--- src/rtl/tl_pkg.sv ---
// Shared TileLink definitions: A-channel opcodes and the beat-count helper
// used by the A arbiter and future D/C-channel arbiters.
package tl_pkg;

    typedef enum logic [2:0] {
        PutFullData    = 3'd0,
        PutPartialData = 3'd1,
        ArithmeticData = 3'd2,
        LogicalData    = 3'd3,
        Get            = 3'd4,
        Intent         = 3'd5,
        AcquireBlock   = 3'd6,
        AcquirePerm    = 3'd7
    } tl_a_op_e;

    // Opcodes below 4 carry data; only those spread over several beats.
    function automatic int unsigned tl_a_beats(input logic [2:0]  opcode,
                                               input int unsigned size,
                                               input int unsigned lg_mask);
        if (opcode < 3'd4 && size > lg_mask) begin
            return 32'd1 << (size - lg_mask);
        end
        return 32'd1;
    endfunction

endpackage

--- src/rtl/tl_rr_picker.sv ---
// Combinational round-robin picker: first valid requester at or after ptr_i,
// wrapping modulo N. Returns both a one-hot grant and its binary index.
module tl_rr_picker #(
    parameter  int unsigned N  = 2,
    localparam int unsigned IW = (N > 1) ? $clog2(N) : 1
) (
    input  logic [N-1:0]  valid_i,
    input  logic [IW-1:0] ptr_i,
    output logic [N-1:0]  grant_o,
    output logic [IW-1:0] idx_o
);

    always_comb begin
        logic        found;
        int unsigned c;
        found   = 1'b0;
        c       = 0;
        grant_o = '0;
        idx_o   = '0;
        for (int unsigned i = 0; i < N; i++) begin
            c = (32'(ptr_i) + i) % N;
            if (!found && valid_i[c]) begin
                found      = 1'b1;
                grant_o[c] = 1'b1;
                idx_o      = IW'(c);
            end
        end
    end

endmodule

--- src/rtl/tl_a_arbiter.sv ---
// Round-robin merge of NumHosts TileLink A channels onto one device A channel,
// locking the grant across stalled beats and multi-beat data messages.
//   state | meaning
//   IDLE  | arbitrating among hosts with the round-robin picker
//   HOLD  | offered beat stalled by the device; grant locked to hold_idx_q
//   BURST | mid multi-beat message; cnt_q beats remain for hold_idx_q
module tl_a_arbiter
    import tl_pkg::*;
#(
    parameter  int unsigned NumHosts    = 2,
    parameter  int unsigned SourceWidth = 1,
    parameter  int unsigned AddrWidth   = 56,
    parameter  int unsigned DataWidth   = 64,
    parameter  int unsigned SizeWidth   = 3,
    parameter  int unsigned MaxSize     = 6,
    localparam int unsigned MaskWidth   = DataWidth / 8,
    localparam int unsigned IdxW        = $clog2(NumHosts)
) (
    input  logic                            clk_i,
    input  logic                            rst_ni,
    input  logic [NumHosts-1:0]             host_a_valid_i,
    output logic [NumHosts-1:0]             host_a_ready_o,
    input  logic [NumHosts*3-1:0]           host_a_opcode_i,
    input  logic [NumHosts*3-1:0]           host_a_param_i,
    input  logic [NumHosts*SizeWidth-1:0]   host_a_size_i,
    input  logic [NumHosts*SourceWidth-1:0] host_a_source_i,
    input  logic [NumHosts*AddrWidth-1:0]   host_a_address_i,
    input  logic [NumHosts*MaskWidth-1:0]   host_a_mask_i,
    input  logic [NumHosts-1:0]             host_a_corrupt_i,
    input  logic [NumHosts*DataWidth-1:0]   host_a_data_i,
    input  logic                            dev_a_ready_i,
    output logic                            dev_a_valid_o,
    output logic [2:0]                      dev_a_opcode_o,
    output logic [2:0]                      dev_a_param_o,
    output logic [SizeWidth-1:0]            dev_a_size_o,
    output logic [SourceWidth-1:0]          dev_a_source_o,
    output logic [AddrWidth-1:0]            dev_a_address_o,
    output logic [MaskWidth-1:0]            dev_a_mask_o,
    output logic                            dev_a_corrupt_o,
    output logic [DataWidth-1:0]            dev_a_data_o,
    output logic [IdxW-1:0]                 grant_idx_o
);

    localparam int unsigned LgMask = $clog2(MaskWidth);
    localparam int unsigned BeatW  = (MaxSize > LgMask + 1) ? MaxSize - LgMask : 1;

    localparam logic [1:0] IDLE  = 2'd0;
    localparam logic [1:0] HOLD  = 2'd1;
    localparam logic [1:0] BURST = 2'd2;

    logic [1:0]          state_q, state_d;
    logic [IdxW-1:0]     rr_ptr_q, rr_ptr_d;
    logic [IdxW-1:0]     hold_idx_q, hold_idx_d;
    logic [BeatW-1:0]    cnt_q, cnt_d;
    logic [IdxW-1:0]     pick_idx, sel, rr_next;
    logic [NumHosts-1:0] pick_gnt, sel_oh;
    int unsigned         sel_i, beats;
    logic                sel_valid, fire, single;
    logic [BeatW-1:0]    beats_m1;

    tl_rr_picker #(.N(NumHosts)) u_picker (
        .valid_i (host_a_valid_i),
        .ptr_i   (rr_ptr_q),
        .grant_o (pick_gnt),
        .idx_o   (pick_idx)
    );

    assign sel       = (state_q == IDLE) ? pick_idx : hold_idx_q;
    assign sel_oh    = (state_q == IDLE) ? pick_gnt : (NumHosts'(1) << hold_idx_q);
    assign sel_i     = 32'(sel);
    assign sel_valid = host_a_valid_i[sel_i];
    assign fire      = sel_valid & dev_a_ready_i;
    assign rr_next   = IdxW'((sel_i + 1) % NumHosts);

    assign beats    = tl_a_beats(dev_a_opcode_o, 32'(dev_a_size_o), LgMask);
    assign single   = (beats == 32'd1);
    assign beats_m1 = BeatW'(beats - 32'd1);

    assign dev_a_opcode_o  = host_a_opcode_i[sel_i*3 +: 3];
    assign dev_a_param_o   = host_a_param_i[sel_i*3 +: 3];
    assign dev_a_size_o    = host_a_size_i[sel_i*SizeWidth +: SizeWidth];
    assign dev_a_source_o  = host_a_source_i[sel_i*SourceWidth +: SourceWidth];
    assign dev_a_address_o = host_a_address_i[sel_i*AddrWidth +: AddrWidth];
    assign dev_a_mask_o    = host_a_mask_i[sel_i*MaskWidth +: MaskWidth];
    assign dev_a_corrupt_o = host_a_corrupt_i[sel_i];
    assign dev_a_data_o    = host_a_data_i[sel_i*DataWidth +: DataWidth];

    // Handshake outputs are gated by reset so they drop without a clock edge.
    assign dev_a_valid_o  = rst_ni & sel_valid;
    assign host_a_ready_o = (rst_ni & dev_a_ready_i) ? sel_oh : '0;
    assign grant_idx_o    = rst_ni ? sel : '0;

    always_comb begin
        state_d    = state_q;
        rr_ptr_d   = rr_ptr_q;
        hold_idx_d = hold_idx_q;
        cnt_d      = cnt_q;
        case (state_q)
            IDLE: begin
                if (sel_valid) begin
                    hold_idx_d = sel;
                    if (!dev_a_ready_i) begin
                        state_d = HOLD;
                    end else if (single) begin
                        rr_ptr_d = rr_next;
                    end else begin
                        cnt_d   = beats_m1;
                        state_d = BURST;
                    end
                end
            end
            HOLD: begin
                if (fire) begin
                    if (single) begin
                        rr_ptr_d = rr_next;
                        state_d  = IDLE;
                    end else begin
                        cnt_d   = beats_m1;
                        state_d = BURST;
                    end
                end
            end
            BURST: begin
                if (fire) begin
                    if (cnt_q == BeatW'(1)) begin
                        rr_ptr_d = rr_next;
                        state_d  = IDLE;
                    end else begin
                        cnt_d = cnt_q - BeatW'(1);
                    end
                end
            end
            default: state_d = IDLE;
        endcase
    end

    always_ff @(posedge clk_i or negedge rst_ni) begin
        if (!rst_ni) begin
            state_q    <= IDLE;
            rr_ptr_q   <= '0;
            hold_idx_q <= '0;
            cnt_q      <= '0;
        end else begin
            state_q    <= state_d;
            rr_ptr_q   <= rr_ptr_d;
            hold_idx_q <= hold_idx_d;
            cnt_q      <= cnt_d;
        end
    end

    for (genvar h = 0; h < NumHosts; h++) begin : g_size_chk
        a_size_legal : assert property (@(posedge clk_i) disable iff (!rst_ni)
            host_a_valid_i[h] |-> (32'(host_a_size_i[h*SizeWidth +: SizeWidth]) <= MaxSize))
            else $error("a_size above MaxSize on host %0d", h);
    end

    a_hold_kept : assert property (@(posedge clk_i) disable iff (!rst_ni)
        (state_q == HOLD) |-> sel_valid)
        else $error("stalled A beat retracted by host %0d", hold_idx_q);

endmodule

--- config.mk ---
export PLATFORM = sky130hd
export DESIGN_NAME = tl_a_arbiter
export DESIGN_NICKNAME = d
export VERILOG_FILES = /design/src/rtl/tl_pkg.sv /design/src/rtl/tl_rr_picker.sv /design/src/rtl/tl_a_arbiter.sv
export SDC_FILE = /design/constraint.sdc
export NUM_CORES = 1
export LEC_CHECK = 0
export CELL_PAD_IN_SITES_DETAIL_PLACEMENT = 0
export CELL_PAD_IN_SITES_GLOBAL_PLACEMENT = 1
export CORE_AREA = 2 2 167 169
export DETAILED_ROUTE_END_ITERATION = 8
export DIE_AREA = 0 0 169 171
export HOLD_SLACK_MARGIN = 0.06
export PLACE_DENSITY_LB_ADDON = 0.1
export SKIP_CTS_REPAIR_TIMING = 1
export SYNTH_ARGS = -nofsm -noshare
export SYNTH_HDL_FRONTEND = slang
export SYNTH_SLANG_ARGS = --single-unit
--- constraint.sdc ---
create_clock -name clk_i -period 3.6 [get_ports clk_i]
set_clock_uncertainty 0.15 [all_clocks]
set_input_delay 0.72 -clock clk_i [delete_from_list [all_inputs] [get_ports clk_i]]
set_output_delay 0.72 -clock clk_i [all_outputs]
set_load 0.02 [all_outputs]
==> results.py <==
metrics = {
    "worst_setup_path": {
        "r2r_slack_ns": 0.31,
        "reg2reg_from": "state_q[0]$_DFFE_PN0P_",
        "r2r_cells": 11,
        "start_kind": "input pin",
        "critPathKind": "in -> out",
        "cp_data_required_time_ns": 2.73,
        "worst_setup_path_end_kind": "output pin",
        "r2r_end": "cnt_q[2]$_DFFE_PN0P_",
        "arrival_ns": 2.65,
        "critPathLaunch": "host_a_valid_i[1]",
        "path_max_fanout": 21,
    },
    "yosys": {
        "synth-edff-count": 0,
        "syn_area_per_cell_um2": 9.648,
        "synth_area_leader_cell": "mux2_2",
        "yosys.area.top_type_share_pct": 66.56,
        "async_flop_share_pct": 100.0,
        "synth_cell_types": 35,
        "netlist_instances": 242,
        "ys.flop_type": "dfrtp_1",
        "synth_common_cells": "mux2_2 (138), nor2_1 (12), buf_2 (10)",
        "synth-seq-cells": 7,
        "yosysSeqAreaShare_pct": 7.503,
        "synth_area_um2": 2335,
        "syn-num-nets": 530,
        "synth_area_leaders": "mux2_2 (67%), dfrtp_1 (7.5%), ha_1 (2.7%)",
        "yosys_warnings": 0,
        "yosysMostFrequentCell": "mux2_2",
    },
    "floorplan": {
        "core_um2": 27320,
        "ioPinCount": 426,
        "rows": 61,
        "chipWidth_um": 169,
        "die_h_um": 171,
        "die-area_um2": 28900,
        "start_util_pct": 8.545,
    },
    "sta": {
        "period_needed_ns": 3.523,
        "worst_slack_ns": 0.07725,
        "fin_hold_ws_ns": 0.3845,
        "maxSlewHeadroom_pct": 74.54,
        "setup_viol": 0,
        "setup_tns_ns": 0,
        "tightest_slew_ns": 0.3811,
        "finalCritPeriodShare_pct": 97.85,
        "timing.fmax_mhz": 283.9,
        "hold_viol": 0,
        "rsz0062_at_grt": "no",
        "final_max_slew_viol_count": 0,
    },
    "global_routing": {
        "grt_pass1_wl_mm": 28.07,
        "globalRoute.totalOverflow": 0,
        "antenna_found_initial": 3,
        "grt_pass1_vias": 4107,
        "grt_max_degree": 39,
        "track_usage_pct": 13.45,
    },
    "finish": {
        "fin_cells": 1026,
        "drive_gt1_share_pct": 26.99,
        "fillers": 2900,
        "nets": 967,
        "syn2layout_area_growth_pct": 221.3,
        "postLayoutCoreUtil_pct": 27.45,
    },
    "routing": {
        "dr.pass1.iters": 4,
        "remaining_drc_errors": 0,
        "drtIter0Drc": 70,
        "num_vias": 3656,
        "antenna_left": 0,
        "routed_via_density": 3.563,
        "wl_per_cell_um": 20.44,
        "wl_mm": 20.97,
    },
    "place": {
        "pre_cts_slack_ns": -0.4602,
        "dp_cells": 1018,
        "place_congestion": 0.8045,
        "dp_hpwl_mm": 19.06,
        "io_buffers": 425,
    },
    "clocking": {
        "cts_buffers": 3,
        "insertion_delay_ns": 0.23,
        "tritoncts": "yes",
        "root_buffer": "clkbuf_16",
        "htree_levels": 1,
        "clock-sinks": 7,
        "clock_path_buffers": 2,
        "clkSlewWorstSetupHoldPaths_ns": 0.04,
    },
    "worst_hold_path": {
        "min_path_cells": 1,
        "hold_end": "rr_ptr_q$_DFFE_PN0P_",
        "hp-class": "reg -> reg",
        "hold_start": "rr_ptr_q$_DFFE_PN0P_",
    },
    "pwr": {
        "powerDensity_nw_per_um2": 669.7,
        "leakagePower_nw": 3.311,
        "ir_drop_mv": 0.2414,
    },
    "status": {
        "status": "complete, no violations",
    },
    "run": {
        "drv_cap": 0,
    },
}
## per-layer routing
layer / up-vias / part of all wire (%) / GRT usage [%]
met1: 1703 / 33 / 13.67
li1: 1788 / - / -
met4: 0 / 0.82 / 1.858
met2: 156 / 57 / 26.50
met3: 9 / 9.3 / 5.158
met5: - / 0 / 0
## worst max-delay path, stage by stage
cell             delay, ns
dlymetal6s2s_1        0.16
nor3b_2               0.19
a21oi_4               0.28
buf_12                0.21
buf_12                0.18
mux2_2                0.35
clkdlybuf4s50_1       0.55
## flip-flops by register name, summed over array words and instances, names as in the netlist
name and cells:
cnt_q 3, hold_idx_q 1, state_q 2, rr_ptr_q 1
## cell type report
type                    instances  area (um^2)  share of cell area [%]
diodes                          2        5.005                 0.06672
clock buffers                   4        78.83                   1.051
inverters                       7        26.28                  0.3503
multi-input cells             213         2122                   28.29
flip-flops and latches          7        175.2                   2.335
well taps                     346        432.9                   5.771
repair buffers                447         4661                   62.14
## kinds of logic after synthesis
group / synth area share (%)
flops: 7.503
fa+ha+maj: 2.680
compound gates: 9.539
mux: 67.85
buf+inv: 4.073
simple gates: 8.361
## through the flow
| step | power, W | instance area, um^2 |
|---|---|---|
| floorplan | 0.002620 | 2355 |
| global route | 0.005341 | 7501 |
| detailed placement | 0.004799 | 7168 |
| finish | 0.005023 | 7501 |
| CTS | 0.005030 | 7247 |
| global placement | 0.004827 | 7168 |
## cells in the final DEF, fill, tap and decap left out, types with 2 or more instances in the layout
cell and n:
clkdlybuf4s50_1 358, mux2_2 137, dlymetal6s2s_1 61, buf_4 20, nor2_1 12, inv_1 7, dfrtp_1 7, nand2b_1 6
a21oi_1 6, o21a_1 5, nand2_1 5, buf_12 5, nand3_1 4, clkbuf_16 4, nor2b_1 3, ha_1 3
diode_2 2, or2_2 2, mux2i_1 2, a31oi_1 2, o21bai_1 2, ha_2 2
## where the power goes
part | total [W] | internal (W) | switching [W] | leakage [nW]
logic | 0.00467 | 0.00250 | 0.00217 | 3.19
clock network | 0.000195 | 0.000148 | 0.0000471 | 0.0382
registers | 0.000154 | 0.000115 | 0.0000387 | 0.0855
total | 0.00502 | 0.00277 | 0.00226 | 3.31
## worst max-delay path by stage
stage / end / slack (ns) / cells past startpoint
6_report: dev_a_address_o[40] / 0.08 / 7
3_3_place_gp: dev_a_data_o[9] / -0.44 / 7
4_1_cts: dev_a_data_o[9] / -0.48 / 7
5_1_grt: dev_a_mask_o[1] / 0.002 / 7
3_5_place_dp: dev_a_data_o[9] / -0.46 / 7
2_1_floorplan: cnt_q[2]$_DFFE_PN0P_ / 0.02 / 11
No activity file was read; power rests on OpenSTA's default activity.
